===== src/rtl/proj1_ctrl_if.sv =====
// proj1_ctrl_if: control bus between the proj1 controller and its datapath/RAM.
//   opcode      : IR[15:12] from datapath to controller
//   state_reg   : current controller state number
//   mar_*/mdr_* : MAR/MDR load strobes and input selects
//   mem_rw      : RAM read (0) / write (1)
//   pc_inc/pc_load, ir_load, acc_load, alu_op : datapath register strobes
//   instr_count : retired-instruction counter
//   illegal_op  : sticky undefined-opcode flag
// master = controller side, slave = datapath side.
interface proj1_ctrl_if #(
    parameter int unsigned CNT_W = 16
);
    logic [3:0]       opcode;
    logic [3:0]       state_reg;
    logic             mar_load;
    logic             mar_sel;
    logic             mdr_load;
    logic             mdr_sel;
    logic             mem_rw;
    logic             pc_inc;
    logic             pc_load;
    logic             ir_load;
    logic             acc_load;
    logic [1:0]       alu_op;
    logic [CNT_W-1:0] instr_count;
    logic             illegal_op;

    modport master (
        input  opcode,
        output state_reg, mar_load, mar_sel, mdr_load, mdr_sel, mem_rw,
               pc_inc, pc_load, ir_load, acc_load, alu_op,
               instr_count, illegal_op
    );

    modport slave (
        output opcode,
        input  state_reg, mar_load, mar_sel, mdr_load, mdr_sel, mem_rw,
               pc_inc, pc_load, ir_load, acc_load, alu_op,
               instr_count, illegal_op
    );
endinterface


===== src/rtl/proj1_ctrl.sv =====
// proj1_ctrl: multicycle fetch/decode/execute controller for the proj1
// accumulator CPU, 13-state Moore FSM.
//   clk  : system clock, rising edge
//   rst  : asynchronous active-high reset
//   bus  : proj1_ctrl_if.master -- opcode in; state, datapath strobes,
//          mem_rw, instr_count and illegal_op out.
// Strobes are registered from the decode of the next state, so they always
// equal the decode of state_reg while adding no output logic after the flops.
module proj1_ctrl #(
    parameter int unsigned CNT_W = 16
) (
    input  logic          clk,
    input  logic          rst,
    proj1_ctrl_if.master  bus
);

    typedef enum logic [3:0] {
        S_FETCH_1     = 4'd0,
        S_FETCH_2     = 4'd1,
        S_FETCH_3     = 4'd2,
        S_DECODE      = 4'd3,
        S_EXEC_ADD_1  = 4'd4,
        S_EXEC_ADD_2  = 4'd5,
        S_EXEC_OR_1   = 4'd6,
        S_EXEC_OR_2   = 4'd7,
        S_EXEC_LOAD_1 = 4'd8,
        S_EXEC_LOAD_2 = 4'd9,
        S_EXEC_STR_1  = 4'd10,
        S_EXEC_STR_2  = 4'd11,
        S_EXEC_JUMP   = 4'd12
    } state_t;

    localparam logic [3:0] OP_ADD   = 4'h1;
    localparam logic [3:0] OP_OR    = 4'h2;
    localparam logic [3:0] OP_LOAD  = 4'h3;
    localparam logic [3:0] OP_STORE = 4'h4;
    localparam logic [3:0] OP_JUMP  = 4'h5;

    localparam logic [1:0] ALU_PASS = 2'b00;
    localparam logic [1:0] ALU_ADD  = 2'b01;
    localparam logic [1:0] ALU_OR   = 2'b10;

    typedef struct packed {
        logic       mar_load;
        logic       mar_sel;
        logic       mdr_load;
        logic       mdr_sel;
        logic       mem_rw;
        logic       pc_inc;
        logic       pc_load;
        logic       ir_load;
        logic       acc_load;
        logic [1:0] alu_op;
    } strobes_t;

    // Next-state function; encodings 13-15 and undefined opcodes fall to Fetch_1.
    function automatic state_t f_next(input state_t s, input logic [3:0] op);
        state_t n;
        n = S_FETCH_1;
        case (s)
            S_FETCH_1:     n = S_FETCH_2;
            S_FETCH_2:     n = S_FETCH_3;
            S_FETCH_3:     n = S_DECODE;
            S_DECODE: begin
                case (op)
                    OP_ADD:   n = S_EXEC_ADD_1;
                    OP_OR:    n = S_EXEC_OR_1;
                    OP_LOAD:  n = S_EXEC_LOAD_1;
                    OP_STORE: n = S_EXEC_STR_1;
                    OP_JUMP:  n = S_EXEC_JUMP;
                    default:  n = S_FETCH_1;
                endcase
            end
            S_EXEC_ADD_1:  n = S_EXEC_ADD_2;
            S_EXEC_OR_1:   n = S_EXEC_OR_2;
            S_EXEC_LOAD_1: n = S_EXEC_LOAD_2;
            S_EXEC_STR_1:  n = S_EXEC_STR_2;
            default:       n = S_FETCH_1;
        endcase
        return n;
    endfunction

    // Moore strobe decode; anything not listed stays 0, alu_op defaults to pass.
    function automatic strobes_t f_decode(input state_t s);
        strobes_t d;
        d = '0;
        d.alu_op = ALU_PASS;
        case (s)
            S_FETCH_1: begin
                d.mar_sel  = 1'b0;
                d.mar_load = 1'b1;
            end
            S_FETCH_2: begin
                d.mem_rw   = 1'b0;
                d.mdr_sel  = 1'b0;
                d.mdr_load = 1'b1;
                d.pc_inc   = 1'b1;
            end
            S_FETCH_3: begin
                d.ir_load  = 1'b1;
            end
            S_DECODE: begin
                d.mar_sel  = 1'b1;
                d.mar_load = 1'b1;
            end
            S_EXEC_ADD_1, S_EXEC_OR_1, S_EXEC_LOAD_1: begin
                d.mdr_sel  = 1'b0;
                d.mdr_load = 1'b1;
            end
            S_EXEC_ADD_2: begin
                d.alu_op   = ALU_ADD;
                d.acc_load = 1'b1;
            end
            S_EXEC_OR_2: begin
                d.alu_op   = ALU_OR;
                d.acc_load = 1'b1;
            end
            S_EXEC_LOAD_2: begin
                d.alu_op   = ALU_PASS;
                d.acc_load = 1'b1;
            end
            S_EXEC_STR_1: begin
                d.mdr_sel  = 1'b1;
                d.mdr_load = 1'b1;
            end
            S_EXEC_STR_2: begin
                d.mem_rw   = 1'b1;
            end
            S_EXEC_JUMP: begin
                d.pc_load  = 1'b1;
            end
            default: d = '0;
        endcase
        return d;
    endfunction

    state_t           r_state;
    strobes_t         r_strobes;
    logic [CNT_W-1:0] r_instr_count;
    logic             r_illegal_op;

    state_t           w_next_state;
    logic             w_retire;
    logic             w_illegal;

    // Next state plus retire/illegal events for the current state.
    always_comb begin
        w_next_state = f_next(r_state, bus.opcode);
        w_retire     = 1'b0;
        w_illegal    = 1'b0;
        case (r_state)
            S_EXEC_ADD_2, S_EXEC_OR_2, S_EXEC_LOAD_2,
            S_EXEC_STR_2, S_EXEC_JUMP: w_retire = 1'b1;
            default:                   w_retire = 1'b0;
        endcase
        // Decode falling back to Fetch_1 means the opcode was undefined.
        if ((r_state == S_DECODE) && (w_next_state == S_FETCH_1)) begin
            w_illegal = 1'b1;
        end
    end

    // FSM state, registered strobes, retire counter and sticky illegal flag.
    always_ff @(posedge clk or posedge rst) begin
        if (rst) begin
            r_state       <= S_FETCH_1;
            r_strobes     <= f_decode(S_FETCH_1);
            r_instr_count <= '0;
            r_illegal_op  <= 1'b0;
        end else begin
            r_state   <= w_next_state;
            r_strobes <= f_decode(w_next_state);
            if (w_retire) begin
                r_instr_count <= r_instr_count + CNT_W'(1);
            end
            if (w_illegal) begin
                r_illegal_op <= 1'b1;
            end
        end
    end

    assign bus.state_reg   = r_state;
    assign bus.mar_load    = r_strobes.mar_load;
    assign bus.mar_sel     = r_strobes.mar_sel;
    assign bus.mdr_load    = r_strobes.mdr_load;
    assign bus.mdr_sel     = r_strobes.mdr_sel;
    assign bus.mem_rw      = r_strobes.mem_rw;
    assign bus.pc_inc      = r_strobes.pc_inc;
    assign bus.pc_load     = r_strobes.pc_load;
    assign bus.ir_load     = r_strobes.ir_load;
    assign bus.acc_load    = r_strobes.acc_load;
    assign bus.alu_op      = r_strobes.alu_op;
    assign bus.instr_count = r_instr_count;
    assign bus.illegal_op  = r_illegal_op;

endmodule


===== src/flat_wrapper.sv =====
// flat-port wrapper written by rule: the top's interface ports become plain ports
module proj1_ctrl_flat 
#(
    parameter int unsigned CNT_W = 16
)
  (clk, rst, bus_opcode, bus_state_reg, bus_mar_load, bus_mar_sel, bus_mdr_load, bus_mdr_sel, bus_mem_rw, bus_pc_inc, bus_pc_load, bus_ir_load, bus_acc_load, bus_alu_op, bus_instr_count, bus_illegal_op);
  proj1_ctrl_if #(.CNT_W(CNT_W)) bus_i ();
  input  logic clk;
  input  logic rst;
  input wire logic [$bits(bus_i.opcode)-1:0] bus_opcode;
  output wire logic [$bits(bus_i.state_reg)-1:0] bus_state_reg;
  output wire logic [$bits(bus_i.mar_load)-1:0] bus_mar_load;
  output wire logic [$bits(bus_i.mar_sel)-1:0] bus_mar_sel;
  output wire logic [$bits(bus_i.mdr_load)-1:0] bus_mdr_load;
  output wire logic [$bits(bus_i.mdr_sel)-1:0] bus_mdr_sel;
  output wire logic [$bits(bus_i.mem_rw)-1:0] bus_mem_rw;
  output wire logic [$bits(bus_i.pc_inc)-1:0] bus_pc_inc;
  output wire logic [$bits(bus_i.pc_load)-1:0] bus_pc_load;
  output wire logic [$bits(bus_i.ir_load)-1:0] bus_ir_load;
  output wire logic [$bits(bus_i.acc_load)-1:0] bus_acc_load;
  output wire logic [$bits(bus_i.alu_op)-1:0] bus_alu_op;
  output wire logic [$bits(bus_i.instr_count)-1:0] bus_instr_count;
  output wire logic [$bits(bus_i.illegal_op)-1:0] bus_illegal_op;
  assign bus_i.opcode = bus_opcode;
  assign bus_state_reg = bus_i.state_reg;
  assign bus_mar_load = bus_i.mar_load;
  assign bus_mar_sel = bus_i.mar_sel;
  assign bus_mdr_load = bus_i.mdr_load;
  assign bus_mdr_sel = bus_i.mdr_sel;
  assign bus_mem_rw = bus_i.mem_rw;
  assign bus_pc_inc = bus_i.pc_inc;
  assign bus_pc_load = bus_i.pc_load;
  assign bus_ir_load = bus_i.ir_load;
  assign bus_acc_load = bus_i.acc_load;
  assign bus_alu_op = bus_i.alu_op;
  assign bus_instr_count = bus_i.instr_count;
  assign bus_illegal_op = bus_i.illegal_op;
  proj1_ctrl #(.CNT_W(CNT_W)) u_core (.clk(clk), .rst(rst), .bus(bus_i));
endmodule

===== config.mk =====
export PLATFORM = sky130hd
export DESIGN_NAME = proj1_ctrl_flat
export DESIGN_NICKNAME = d
export VERILOG_FILES = /design/src/rtl/proj1_ctrl_if.sv /design/src/rtl/proj1_ctrl.sv /design/src/flat_wrapper.sv
export SDC_FILE = /design/constraint.sdc
export NUM_CORES = 1
export LEC_CHECK = 0
export BUFFER_PORTS_ARGS = -buffer_cell sky130_fd_sc_hd__buf_2
export CAP_MARGIN = 20
export CORE_MARGIN = 10
export CORE_UTILIZATION = 55
export DETAILED_ROUTE_END_ITERATION = 16
export PLACE_DENSITY_LB_ADDON = 0.3
export SETUP_SLACK_MARGIN = 0.2
export SYNTH_ARGS = -nofsm -noshare
export SYNTH_HDL_FRONTEND = slang
export SYNTH_SLANG_ARGS = --single-unit
export TNS_END_PERCENT = 5

===== constraint.sdc =====
create_clock -name clk -period 2.6 [get_ports clk]
set_input_delay 0.26 -clock clk [delete_from_list [all_inputs] [get_ports clk]]
set_output_delay 0.26 -clock clk [all_outputs]
set_load 0.05 [all_outputs]

---- After elaboration in Yosys (flattened, before gate mapping) ----
Cells that the tools add are included.
cells by class
  bitwise gates (word level) .............. 0
  divide/modulo/power cells ............... 0
  muxes and demuxes ....................... 11
  reduce and logical (&&, ||, !) cells .... 5
  eq/ne operators ......................... 29
  order comparisons ....................... 0
  shift-type cells ........................ 0
  add/sub/neg operators ................... 1
  multipliers ............................. 0
operators by type and width
  cell                                                              count
  4-bit by 3-bit == test with 1-bit output (second input constant)  10
  4-bit == test (second input constant)                             10
  4-bit one-hot mux with 8 select lines                             1
  4-bit by 2-bit == test with 1-bit output (second input constant)  6
  4-bit one-hot mux with 5 select lines                             1
  16-bit by 1-bit adder with 16-bit output (second input constant)  1
  4-bit by 1-bit == test with 1-bit output (second input constant)  3
  3-bit one-hot mux with 3 select lines                             1
  4-bit logical NOT                                                 2
  2-bit one-hot mux with 2 select lines                             2
  1-bit two-way mux                                                 6
  5-bit OR reduction                                                1
  4-bit OR reduction                                                1
  1-bit logical AND                                                 1
storage, ports and cells
  memory bits (read-only) ................. 0
  RAM bits ................................ 0
  bits in latches ......................... 0
  bits of input ports ..................... 6
  output and inout port bits .............. 32
  register bits ........................... 32
  memories ................................ 0

---- Longest topological paths before layout ----
Gate-level depths: netlist (run 1).
  word-level depth ........................ 6
  mapped depth ............................ 6
  mapped depth without buffers ............ 4

---- Worst setup path before layout (run 1) ----
No wires, ideal clock.
  path kind ............................... register -> register
  start ................................... register u_core.r_state[3] (netlist: u_core.bus.state_reg[3])
  end ..................................... register u_core.r_instr_count[9] (netlist: u_core.bus.instr_count[9])
  setup time .............................. 82 ps
  required time ........................... 2518 ps
  data arrival time ....................... 1745 ps
  period minus slack after synthesis ...... 1827 ps
  stages on the path, launching flop included .. 7
  slack ................................... 773 ps
  path through ............................ dfrtp_1 -> clkbuf_1 -> a21o_1 -> o2111ai_1 -> buf_2 -> nor3_1 -> xor2_1
on the way
  word-level cells in the longest chain between the ends .. 3
RTL lines
  what                                                                       line               source
  start: declaration                                                         proj1_ctrl.sv:137  state_t r_state;
  start signal: assignment                                                   proj1_ctrl.sv:170  r_state <= w_next_state;
  4-bit by 3-bit == test with 1-bit output or 4-bit == test (tied branches)  proj1_ctrl.sv:151  case (r_state)
  5-bit OR reduction *                                                       proj1_ctrl.sv:151
  1-bit two-way mux *                                                        proj1_ctrl.sv:151
  end signal: assignment                                                     proj1_ctrl.sv:173  r_instr_count <= r_instr_count + CNT_W'(1);
  end: declaration                                                           proj1_ctrl.sv:139  logic [CNT_W-1:0] r_instr_count;
Every way passes the cells marked *; elsewhere a longest branch is shown, timed or not.
A chain may end at the register's enable or synchronous reset.

---- Final worst setup path (run 1) ----
  start ................................... register u_core.r_state[2] (netlist: u_core.bus.state_reg[2])
  end ..................................... register u_core.r_instr_count[11] (netlist: u_core.bus.instr_count[11])
Same word-level chain as after synthesis.

==> results by group, run 1 <==
Run status
  – Outcome: finished clean

Clocking
  – H-tree depth: 2
  – Clock tree sinks: 32
  – Post-CTS Setup Inserts: 0
  – Clock latency on the worst-skew pair: 340 ps
  – Clock transition at the registers of the reported paths: ~90 ps
  – Num CTS Buffers: 5
  – CTS tree: yes
  – CTS Root Buffer Type: clkbuf_4
  – Max Root-Sink Buffers: 2

Worst setup path
  – CP Launch Type: flop
  – R2R setup slack: between 500 and 600 ps
  – Worst flop-to-flop path endpoint: u_core.bus.instr_count[11]
  – Worst r2r path cells: 4
  – Critical Path Slowest Stage Cell: dfrtp_1
  – Crit path from: u_core.bus.state_reg[2]
  – Critical Path End: u_core.bus.instr_count[11]
  – Slowest stage delay, CP: between 500 and 600 ps
  – Crit-path cells: nor3b_1 -> o2111ai_2 -> nor4_1 -> xor2_1
  – Reg-to-reg startpoint: u_core.bus.state_reg[2]
  – CP max FO: 12
  – Critical path required time: 2850 ps
  – Worst EP arrival: between 2000 and 2500 ps
  – CP Capture Type: flop
  – Crit Path Class: flop to flop

Synthesis
  – Net Count, Synth: about 140
  – Distinct cells, synth: 39
  – Synth warn: 0
  – Synthesized cell area: 0.00147 mm²
  – Synth Register Bits: 32
  – Sequential fraction of the synthesis area: between 50 and 60%
  – Syn Inst Count: about 140
  – Mapped Avg Cell Area: roughly 11 µm²

Layout
  – Max reg flops: 16
  – Area grow syn2layout: 18.2%
  – Fin nets: approximately 180
  – Most common cell after layout, fill and taps aside: buf_2
  – Ratio of cells with drive above 1 in the final layout: 28.2%
  – Layout Utilization: 69.3%
  – Antenna Cells: 0
  – Final Non-Filler Cells: ~210
  – Most frequent cells in the layout: buf_2, dfrtp_1, nor3_1, xor2_1, inv_1

Routing
  – Vias per cell: 5.32
  – DRC viols: 0
  – Detailed Route WL: between 3000 and 4000 µm
  – Remaining antenna violation count after routing: 0
  – Initial DRC count: 36
  – DR vias: roughly 1,100
  – DR pass1 iterations: 4
  – WL/cell: approximately 15 µm

Global routing
  – Grt ovf: 0
  – First-pass GRT wire length: around 5200 µm
  – Initial antenna violation count: 0
  – Vias in the first global route: between 1,000 and 1,500
  – Pin count of the biggest net entering global routing: 33
  – GR Util All Layers: between 10% and 20%

Timing
  – Max Transition Viols Final: 0
  – Actual slew at the worst max-slew pin: 591 ps
  – Fmax achieved: approximately 500 MHz
  – Tmin final: between 2000 and 2500 ps
  – Unrepaired setup endpoints after global routing: false
  – Final setup fails: 0
  – Max-slew headroom: about 61%
  – Final Skew: 14.5 ps
  – Setup TNS: 0 ps
  – Fin. Hold Viols: 0
  – Final worst slack: between 500 and 600 ps
  – Final Cycle Share: slightly below 80%

Run
  – Max Cap Viol: 0

Placement
  – Place WS: approximately 470 ps
  – GP Congestion: roughly 0.8
  – Dpl cells: between 150 and 200
  – Port Buffer Count: 37
  – Hpwl dp: 2310 µm

Floorplanning
  – Die W: 71.6 µm
  – Row count: 18
  – Ports: 38
  – Core area: roughly 0.0025 mm²
  – Die height: between 70 and 80 µm
  – Initial core utilization: about three fifths
  – Die area: between 0.005 and 0.006 mm²

Hold path
  – Hold_sp: bus_opcode[3]
  – HP Class: primary input to flop

Power and ir drop
  – Pwr per Cell Area: 994 mW/mm²
  – Lkg Pwr: 0.906 nW
  – Max VDD drop: between 700 and 800 µV
[timing repair]
action | CTS | global route
gates resized for setup | 0 | 1
endpoints found under the hold margin | 22 | 0
hold buffers | 1 | 0
setup endpoints to repair | 0 | 1
[stage by stage]
stage	power [mW]	hold slack (ps)	cell area (µm²)
final	1.72	380	1730
after global routing	1.83	392	1730
after CTS	1.74	366	1730
after detailed placement	1.44	361	1660
after global placement	1.42	352	1660
after floorplan	1.29	375	1470
[synth_stat cells]
cell type  number  area [µm²]
dfrtp_1        31         776
nor3_1         11        55.1
xor2_1         11        96.3
inv_1          10        37.5
nand2_1         8        30.0
nor2_1          7        26.3
nand2b_1        6        37.5
xnor2_1         6        52.6
nand3_1         5        25.0
a21oi_1         3        15.0
nor3b_1         3        22.5
nor4_1          3        18.8
a21o_1          2        15.0
and4_1          2        17.5
buf_6           2        22.5
clkbuf_1        2        7.51
nand4_1         2        12.5
a211o_1         1        8.76
a21boi_0        1        7.51
a31o_1          1        8.76
a31o_2          1        8.76
and2_0          1        6.26
buf_1           1        3.75
buf_2           1        5.00
dfstp_2         1        26.3
ha_1            1        12.5
mux2_2          1        11.3
nand3b_1        1        7.51
nor2b_1         1        6.26
nor3b_2         1        12.5
o2111ai_1       1        8.76
o211ai_1        1        7.51
o21a_1          1        7.51
o21ai_0         1        5.00
o22a_1          1        8.76
o2bb2ai_1       1        8.76
o41a_1          1        11.3
or2_2           1        6.26
or3b_1          1        8.76
[kinds of logic (layout without fill, tap and decap cells)]
family | after synthesis | in the layout | share of synthesized area, %
buf+inv | 16 | 57 | 5.21
mux | 1 | 1 | 0.769
compound gates | 16 | 16 | 8.28
fa+ha+maj | 1 | 1 | 0.854
flops | 32 | 32 | 54.7
simple gates | 53 | 53 | 20.0
xor+xnor | 17 | 17 | 10.2
[cell type report]
type	count	area [µm²]
Sequential cell	32	802
Fill cell	197	768
Multi-Input combinational cell	88	593
Timing Repair Buffer	39	203
Clock buffer	8	58.8
Inverter	10	37.5
Tap cell	30	37.5
[power by group]
group | internal, mW | switching (mW) | total (mW)
logic | 0.188 | 0.547 | 0.736
clock network | 0.133 | 0.157 | 0.290
registers | 0.593 | 0.102 | 0.696
total | 0.915 | 0.806 | 1.72
[worst max-delay path: cells and delay by family, from the launching register on]
kind / cells / cell delay (ps)
compound gates: 1 / 350
simple gates: 2 / 850
xor+xnor: 1 / 220
flops: 1 / 550
[how the worst min path moves through the flow]
stage	depth (start not counted)	slack [ps]	end
final	3	380	u_core.bus.mar_load
after global routing	3	390	u_core.bus.mar_load
after CTS	3	370	u_core.bus.mar_load
after detailed placement	3	360	u_core.bus.alu_op[1]
after global placement	3	350	u_core.bus.acc_load
after floorplan	1	380	u_core.bus.acc_load
[layer usage]
layer  global-route usage [%]  part of all wire (%)  vias to the layer above
met5                        0                     0                        -
met4                     8.60                   2.4                        0
met3                     6.61                    10                        9
met2                     19.2                    43                       35
met1                     14.2                    44                      508
li1                         -                     -                      549
Power figures use the tool's default switching activity.
==> run 2, diff against run 1 <==
ABC_AREA = 1   (was unset)
CORE_UTILIZATION = 47   (was 55)
clock period = 1.7 ns   (was 2.6 ns; I/O delays follow)
==> run 2 against run 1 <==
Sequential share of layout area down 5.5 points. Utilization fell by 5.5 points. Setup slack worse by 270 ps. Synthesized cell count increased by 42%. Worst hold slack lost 180 ps. Register-to-register slack worse by 270 ps. Die area is 18% higher. Final area grew 15%. Combinational power up 54%. Critical path depth rose by 4. Critical path type unchanged.
==> results by group, run 2 <==
Run status
  – Outcome: finished clean

Power and ir drop
  – Switching Share: 43.6% (-3.2 points)
  – Clock power frac: 23.3% (+6.5 points)
  – Combinational power share: 40.2% (-2.5 points)
  – Pwr Total: 2.80 mW (+63%)
  – Switch Pwr: 1.22 mW (+52%)
  – Lkg Pwr: 1.07 nW (+18%)
  – Pwr per Cell Area: 1400 mW/mm² (+41%)
  – P_int: 1.58 mW (+73%)
  – Max VDD drop: 886 µV (+13%)
  – Flop pwr share: 36.4% (-4.0 points)

Synthesis
  – Synth Register Bits: 32 (unchanged)
  – Sequential fraction of the synthesis area: 51.0% (-3.8 points)
  – Leading cell types by count after synthesis: nand2_1, dfrtp_1, inv_1, nor2_1, nand3_1
  – Synthesized cell area: 0.00157 mm² (+7.4%)
  – Synth Flop Type: dfrtp_1
  – Net Count, Synth: 200 (+40%)
  – Synth warn: 0 (unchanged)
  – Top-area cell type share of the netlist area: 49.3% (-3.7 points)
  – Syn Inst Count: 193 (+42%)
  – Dominant cells by area after synthesis: dfrtp_1, nand2_1, inv_1, nor2_1, xor2_1
  – Area leader, netlist: dfrtp_1
  – Distinct cells, synth: 22 (-44%)
  – Post-synth ARST share: 100% (unchanged)
  – Mapped Avg Cell Area: 8.16 µm² (-24%)
  – Top-count cell post-synth: nand2_1
  – Post-synth EDFFs: 0 (unchanged)

Routing
  – Initial DRC count: 71 (+97%)
  – DRC viols: 0 (unchanged)
  – Vias per cell: 4.72 (-11%)
  – WL/cell: 12.8 µm (-15%)
  – DR vias: 1,358 (+23%)
  – Detailed Route WL: 3680 µm (+19%)
  – DR pass1 iterations: 4 (unchanged)
  – Remaining antenna violation count after routing: 0 (unchanged)

Timing
  – Unrepaired setup endpoints after global routing: true
  – Max-slew headroom: 73.4% (+13 points)
  – Setup TNS: 0 ps (unchanged)
  – Hold_ws: 198 ps (-181 ps)
  – Max Transition Viols Final: 0 (unchanged)
  – Tmin final: 1420 ps (-635 ps)
  – Fmax achieved: 706 MHz (+45%)
  – Actual slew at the worst max-slew pin: 398 ps (-193 ps)
  – Final Cycle Share: 83.3% (+4.4 points)
  – Final setup fails: 0 (unchanged)
  – Final Skew: 15.5 ps (+0.965 ps)
  – Final worst slack: 284 ps (-265 ps)
  – Fin. Hold Viols: 0 (unchanged)

Clocking
  – CTS tree: yes
  – Clock tree sinks: 32 (unchanged)
  – Clock transition at the registers of the reported paths: 110 ps (+20 ps)
  – Clock latency on the worst-skew pair: 330 ps (about the same)
  – H-tree depth: 2 (unchanged)
  – Max Root-Sink Buffers: 2 (unchanged)
  – Num CTS Buffers: 5 (unchanged)
  – CTS Root Buffer Type: clkbuf_4

Layout
  – Layout Utilization: 63.8% (-5.5 points)
  – Most frequent cells in the layout: nand2_1, buf_2, inv_1
  – Final Non-Filler Cells: 288 (+39%)
  – Design Area, Final: 0.00200 mm² (+15%)
  – Max reg flops: 16 (unchanged)
  – Ratio of cells with drive above 1 in the final layout: 31.6% (+3.3 points)
  – Fin nets: 250 (+37%)
  – Antenna Cells: 0 (unchanged)
  – Most common cell after layout, fill and taps aside: nand2_1
  – Area grow syn2layout: 26.8%

Placement
  – GP Congestion: 0.873 (+8.6%)
  – Placed instance area: 0.00185 mm² (+11%)
  – Dpl cells: 277 (+40%)
  – Place WS: 191 ps (-280 ps)
  – Hpwl dp: 2810 µm (+21%)
  – Port Buffer Count: 37 (unchanged)

Floorplanning
  – Die area: 0.00606 mm² (+18%)
  – Ports: 38 (unchanged)
  – Initial core utilization: 50.3% (-8.3 points)
  – Row count: 20 (+2)
  – Die height: 77.9 µm (+8.7%)
  – Core area: 0.00313 mm² (+25%)
  – Die W: 77.9 µm (+8.7%)

Global routing
  – First-pass GRT wire length: 6240 µm (+19%)
  – Grt ovf: 0 (unchanged)
  – Vias in the first global route: 1,404 (+20%)
  – Pin count of the biggest net entering global routing: 33 (unchanged)
  – GR Util All Layers: 12.4% (-0.58 points)
  – Initial antenna violation count: 0 (unchanged)

Worst setup path
  – Crit Path Class: flop to flop
  – CP Launch Type: flop
  – Worst EP arrival: 1690 ps (-610 ps)
  – Critical path required time: 1970 ps (-880 ps)
  – CP Capture Type: flop
  – CP max FO: 7 (-5)

Hold path
  – HP Class: primary input to flop

Run
  – Max Cap Viol: 0 (unchanged)
-- run 2: timing repair --
item                                    in CTS  in global routing
pin swaps                                    1                  1
endpoints found under the setup margin       3                  9
resized for setup                            1                  8
hold endpoints to repair                    31                  0
hold buffers                                 1                  0
buffers inserted                             2                  0
-- run 2: path summary, 6_finish.rpt --
| kind | slack (ps) | from | cells after the start | to |
|---|---|---|---|---|
| setup / recovery | 280 | u_core.bus.state_reg[2] | 8 | u_core.bus.instr_count[6] |
| hold reg to reg | 480 | u_core.bus.illegal_op | 2 | u_core.bus.illegal_op |
| hold / removal | 200 | bus_opcode[3] | 4 | u_core.bus.state_reg[2] |
| max in group asynchronous | 930 | rst | 4 | u_core.bus.state_reg[3] |
| setup reg to reg | 280 | u_core.bus.state_reg[2] | 8 | u_core.bus.instr_count[6] |
| min in group asynchronous | 450 | rst | 4 | u_core.bus.acc_load |
-- run 2: cells by family (layout without fill, tap and decap cells) --
family,Yosys count,after routing,share of synthesized area (%)
and+or+nand+nor,110,110,31.2
DFF,32,32,51.0
xor gates and xnor gates,10,10,6.04
AOI/OAI and AO/OA,10,10,3.42
adders and majority gates,1,1,0.795
buffers and inverters,30,81,7.63
-- run 2: area by class of cell --
class,count,area [µm²]
clock inverter,1,30.0
multi-input combinational,131,682
sequential,32,815
clock buffer,7,65.1
timing repair buffer,44,240
tap,44,55.1
fill,270,1130
inverter,29,109
-- run 2: power groups by stage --
| stage | Combinational (mW) | Clock [mW] | Sequential, mW |
|---|---|---|---|
| floorplan | 0.380 | 0 | 1.47 |
| global placement | 1.10 | 0 | 1.03 |
| detailed placement | 1.11 | 0 | 1.03 |
| CTS | 1.12 | 0.665 | 1.02 |
| global route | 1.22 | 0.690 | 1.04 |
| finish | 1.13 | 0.655 | 1.02 |
-- run 2: critical path, cell delays in order, from the launching register on --
cell and delay [ps]:
dfrtp_2 390, inv_1 100, nand2_4 120, nand2_1 100
nor2_4 180, buf_4 150, nand2_1 80, nor2_2 100
xor2_1 140
-- run 2: routing by layer --
| layer | share of wire (%) | vias to the layer above | track usage [%] |
|---|---|---|---|
| met3 | 7.2 | 6 | 5.76 |
| li1 | - | 689 | - |
| met1 | 43 | 625 | 14.0 |
| met5 | 0 | - | 0 |
| met2 | 48 | 38 | 20.5 |
| met4 | 1.8 | 0 | 3.28 |
==> run 3, diff against run 2 <==
CORE_UTILIZATION = 52   (was 47)
clock period = 1.33 ns   (was 1.7 ns; I/O delays follow)
==> run 3 against run 2 <==
The flow now finishes with violations (negative setup slack). Largest power group unchanged. Clock skew increased by 1.1 ps. Setup slack got worse by 290 ps. Flip-flop and latch count is the same. First-iteration DRC count grew 25%. Sequential share of layout area down 3.9 points. Die area shrank 7.2%. Power rose by 44%. Sequential power up 29%. Maximum frequency is 6.0% higher.
==> results by group, run 3 (synthesis gave the netlist of run 2 again) <==
Global routing
  – Pin count of the biggest net entering global routing: 33 (unchanged)
  – First-pass GRT wire length: 6340 µm (+1.7%)
  – Vias in the first global route: 1,491 (+6.2%)
  – Initial antenna violation count: 0 (unchanged)
  – GR Util All Layers: 14.3% (+1.9 points)
  – Grt ovf: 0 (unchanged)

Worst setup path
  – CP Capture Type: flop
  – Worst r2r path cells: 9 (+1)
  – Reg-to-reg startpoint: u_core.bus.state_reg[2]
  – Slowest stage delay, CP: 420 ps (+30 ps)
  – Crit path max-delay family: simple AND/OR/NAND/NOR gates
  – Top cell by count, worst path: nand2_2
  – CP Launch Type: flop
  – Worst flop-to-flop path endpoint: u_core.bus.instr_count[13]
  – Critical path required time: 1550 ps (-420 ps)
  – Crit Path Class: flop to flop
  – Worst EP arrival: 1560 ps (-130 ps)
  – R2R setup slack: -6 ps (-290 ps)
  – Critical Path Slowest Stage Cell: dfrtp_2
  – CP max FO: 5 (-2)
  – WP buf/inv: 0 (-2)
  – Crit-path cells: nand2_2 -> nand2_2 -> nand2_2 -> nor2_4 -> nand2_2 -> nor2_4 -> nand2_1 -> nand2_1 -> nand2_1

Routing
  – Detailed Route WL: 4050 µm (+10%)
  – DRC viols: 0 (unchanged)
  – Vias per cell: 5.16 (+9.5%)
  – DR pass1 iterations: 4 (unchanged)
  – Initial DRC count: 89 (+25%)
  – DR vias: 1,482 (+9.1%)
  – Remaining antenna violation count after routing: 0 (unchanged)
  – WL/cell: 14.1 µm (+10%)

Timing
  – Fin. Hold Viols: 0 (unchanged)
  – Tmin final: 1340 ps (-80.1 ps)
  – Max Transition Viols Final: 0 (unchanged)
  – Actual slew at the worst max-slew pin: 387 ps (-11.8 ps)
  – Final worst slack: -6.37 ps (-290 ps)
  – Max-slew headroom: 74.2% (+0.79 points)
  – Unrepaired setup endpoints after global routing: true
  – Fmax achieved: 748 MHz (+6.0%)
  – Final Cycle Share: 100% (+17 points)
  – Final setup fails: 1 (+1)
  – Setup TNS: -6.37 ps (-6.37 ps)
  – Final Skew: 16.6 ps (+1.15 ps)

Layout
  – Antenna Cells: 0 (unchanged)
  – Ratio of cells with drive above 1 in the final layout: 45.7% (+14 points)
  – Fin nets: 262 (+4.8%)
  – Max reg flops: 16 (unchanged)
  – Area grow syn2layout: 40.9%
  – Fillers: 186 (-31%)
  – Most common cell after layout, fill and taps aside: nand2_1
  – Most frequent cells in the layout: nand2_1, buf_2, inv_1

Power and ir drop
  – Max VDD drop: 1380 µV (+56%)
  – Lkg Pwr: 1.14 nW (+6.7%)
  – Pwr per Cell Area: 1820 mW/mm² (+30%)
  – Pwr Total: 4.04 mW (+44%)

Clocking
  – H-tree depth: 2 (unchanged)
  – Clock latency on the worst-skew pair: 340 ps (about the same)
  – Clock transition at the registers of the reported paths: 100 ps (about the same)
  – CTS Root Buffer Type: clkbuf_4
  – Max Root-Sink Buffers: 2 (unchanged)
  – Clock tree sinks: 32 (unchanged)
  – CTS tree: yes
  – Num CTS Buffers: 5 (unchanged)

Placement
  – GP Congestion: 0.899 (+3.1%)
  – Hpwl dp: 2800 µm (-0.32%)
  – Port Buffer Count: 37 (unchanged)

Run
  – Max Cap Viol: 0 (unchanged)

Hold path
  – HP Class: primary input to flop
  – Worst hold endpoint: u_core.bus.pc_load
  – Hold-critical path depth: 6 (+2)
  – Hold_sp: bus_opcode[3]

Floorplanning
  – Row count: 19 (-5.0%)
  – Die height: 75.0 µm (-3.7%)
  – Core area: 0.00283 mm² (-9.6%)
  – Die W: 75.0 µm (-3.7%)
  – Die area: 0.00563 mm² (-7.2%)
  – Ports: 38 (unchanged)
  – Initial core utilization: 55.6% (+5.3 points)

Run status
  – Outcome: finished with violations
  – Violated checks: negative setup slack
[run 3: timing repair]
| action | CTS | global route |
|---|---|---|
| resized for setup | 12 | 36 |
| pin swaps | 4 | 5 |
| hold buffers | 1 | 0 |
| gates cloned | 1 | 0 |
| buffers inserted | 1 | 2 |
| endpoints found under the setup margin | 43 | 47 |
| endpoints found under the hold margin | 31 | 0 |
[run 3: final cells by class]
class / count / area, µm² / area share [%]
Clock inverter: 1 / 30.0 / 1.35
Multi-Input combinational cell: 132 / 777 / 35.0
Clock buffer: 7 / 65.1 / 2.93
Sequential cell: 32 / 818 / 36.9
Inverter: 29 / 109 / 4.91
Tap cell: 31 / 38.8 / 1.75
Timing Repair Buffer: 55 / 379 / 17.1
[run 3: report_power, final]
part | switching, mW | internal [mW]
Sequential | 0.155 | 1.17
Clock | 0.344 | 0.499
Combinational | 1.26 | 0.614
Total | 1.76 | 2.28
[run 3: worst max path at each step]
stage / start / endpoint / slack [ps] / cells after the start
global placement: u_core.bus.state_reg[2] / u_core.bus.instr_count[14] / 20 / 9
floorplan: u_core.bus.state_reg[3] / u_core.bus.instr_count[5] / -120 / 7
global route: u_core.bus.instr_count[5] / u_core.bus.instr_count[14] / -110 / 7
CTS: u_core.bus.state_reg[0] / u_core.bus.instr_count[13] / 20 / 8
finish: u_core.bus.state_reg[2] / u_core.bus.instr_count[13] / -6 / 9
detailed placement: u_core.bus.state_reg[2] / u_core.bus.instr_count[14] / -10 / 9
[run 3: stage by stage]
step	cell area (µm²)	util [%]	setup slack, ps	hold WS [ps]	std cells
6_report	2220	78.4	-6.37	286	287
3_3_place_gp	1950	68.9	22.6	228	274
3_5_place_dp	1950	68.9	-13.4	232	274
2_1_floorplan	1630	-	-119	248	193
5_1_grt	2220	78.4	-113	299	287
4_1_cts	2110	74.5	22.3	139	285
[run 3: tightest hold or removal path, stage by stage]
cell     delay (ps)
buf_2           100
a21oi_1          40
nand3_1          90
nand2_2          90
nand2_1          90
inv_1            40
[run 3: per-layer routing]
layer,track usage [%],wire [µm],up-vias
met5,0,0,-
met4,3.78,89,0
met3,6.57,343,12
met2,25.3,2090,59
met1,15.0,1520,695
li1,-,-,716
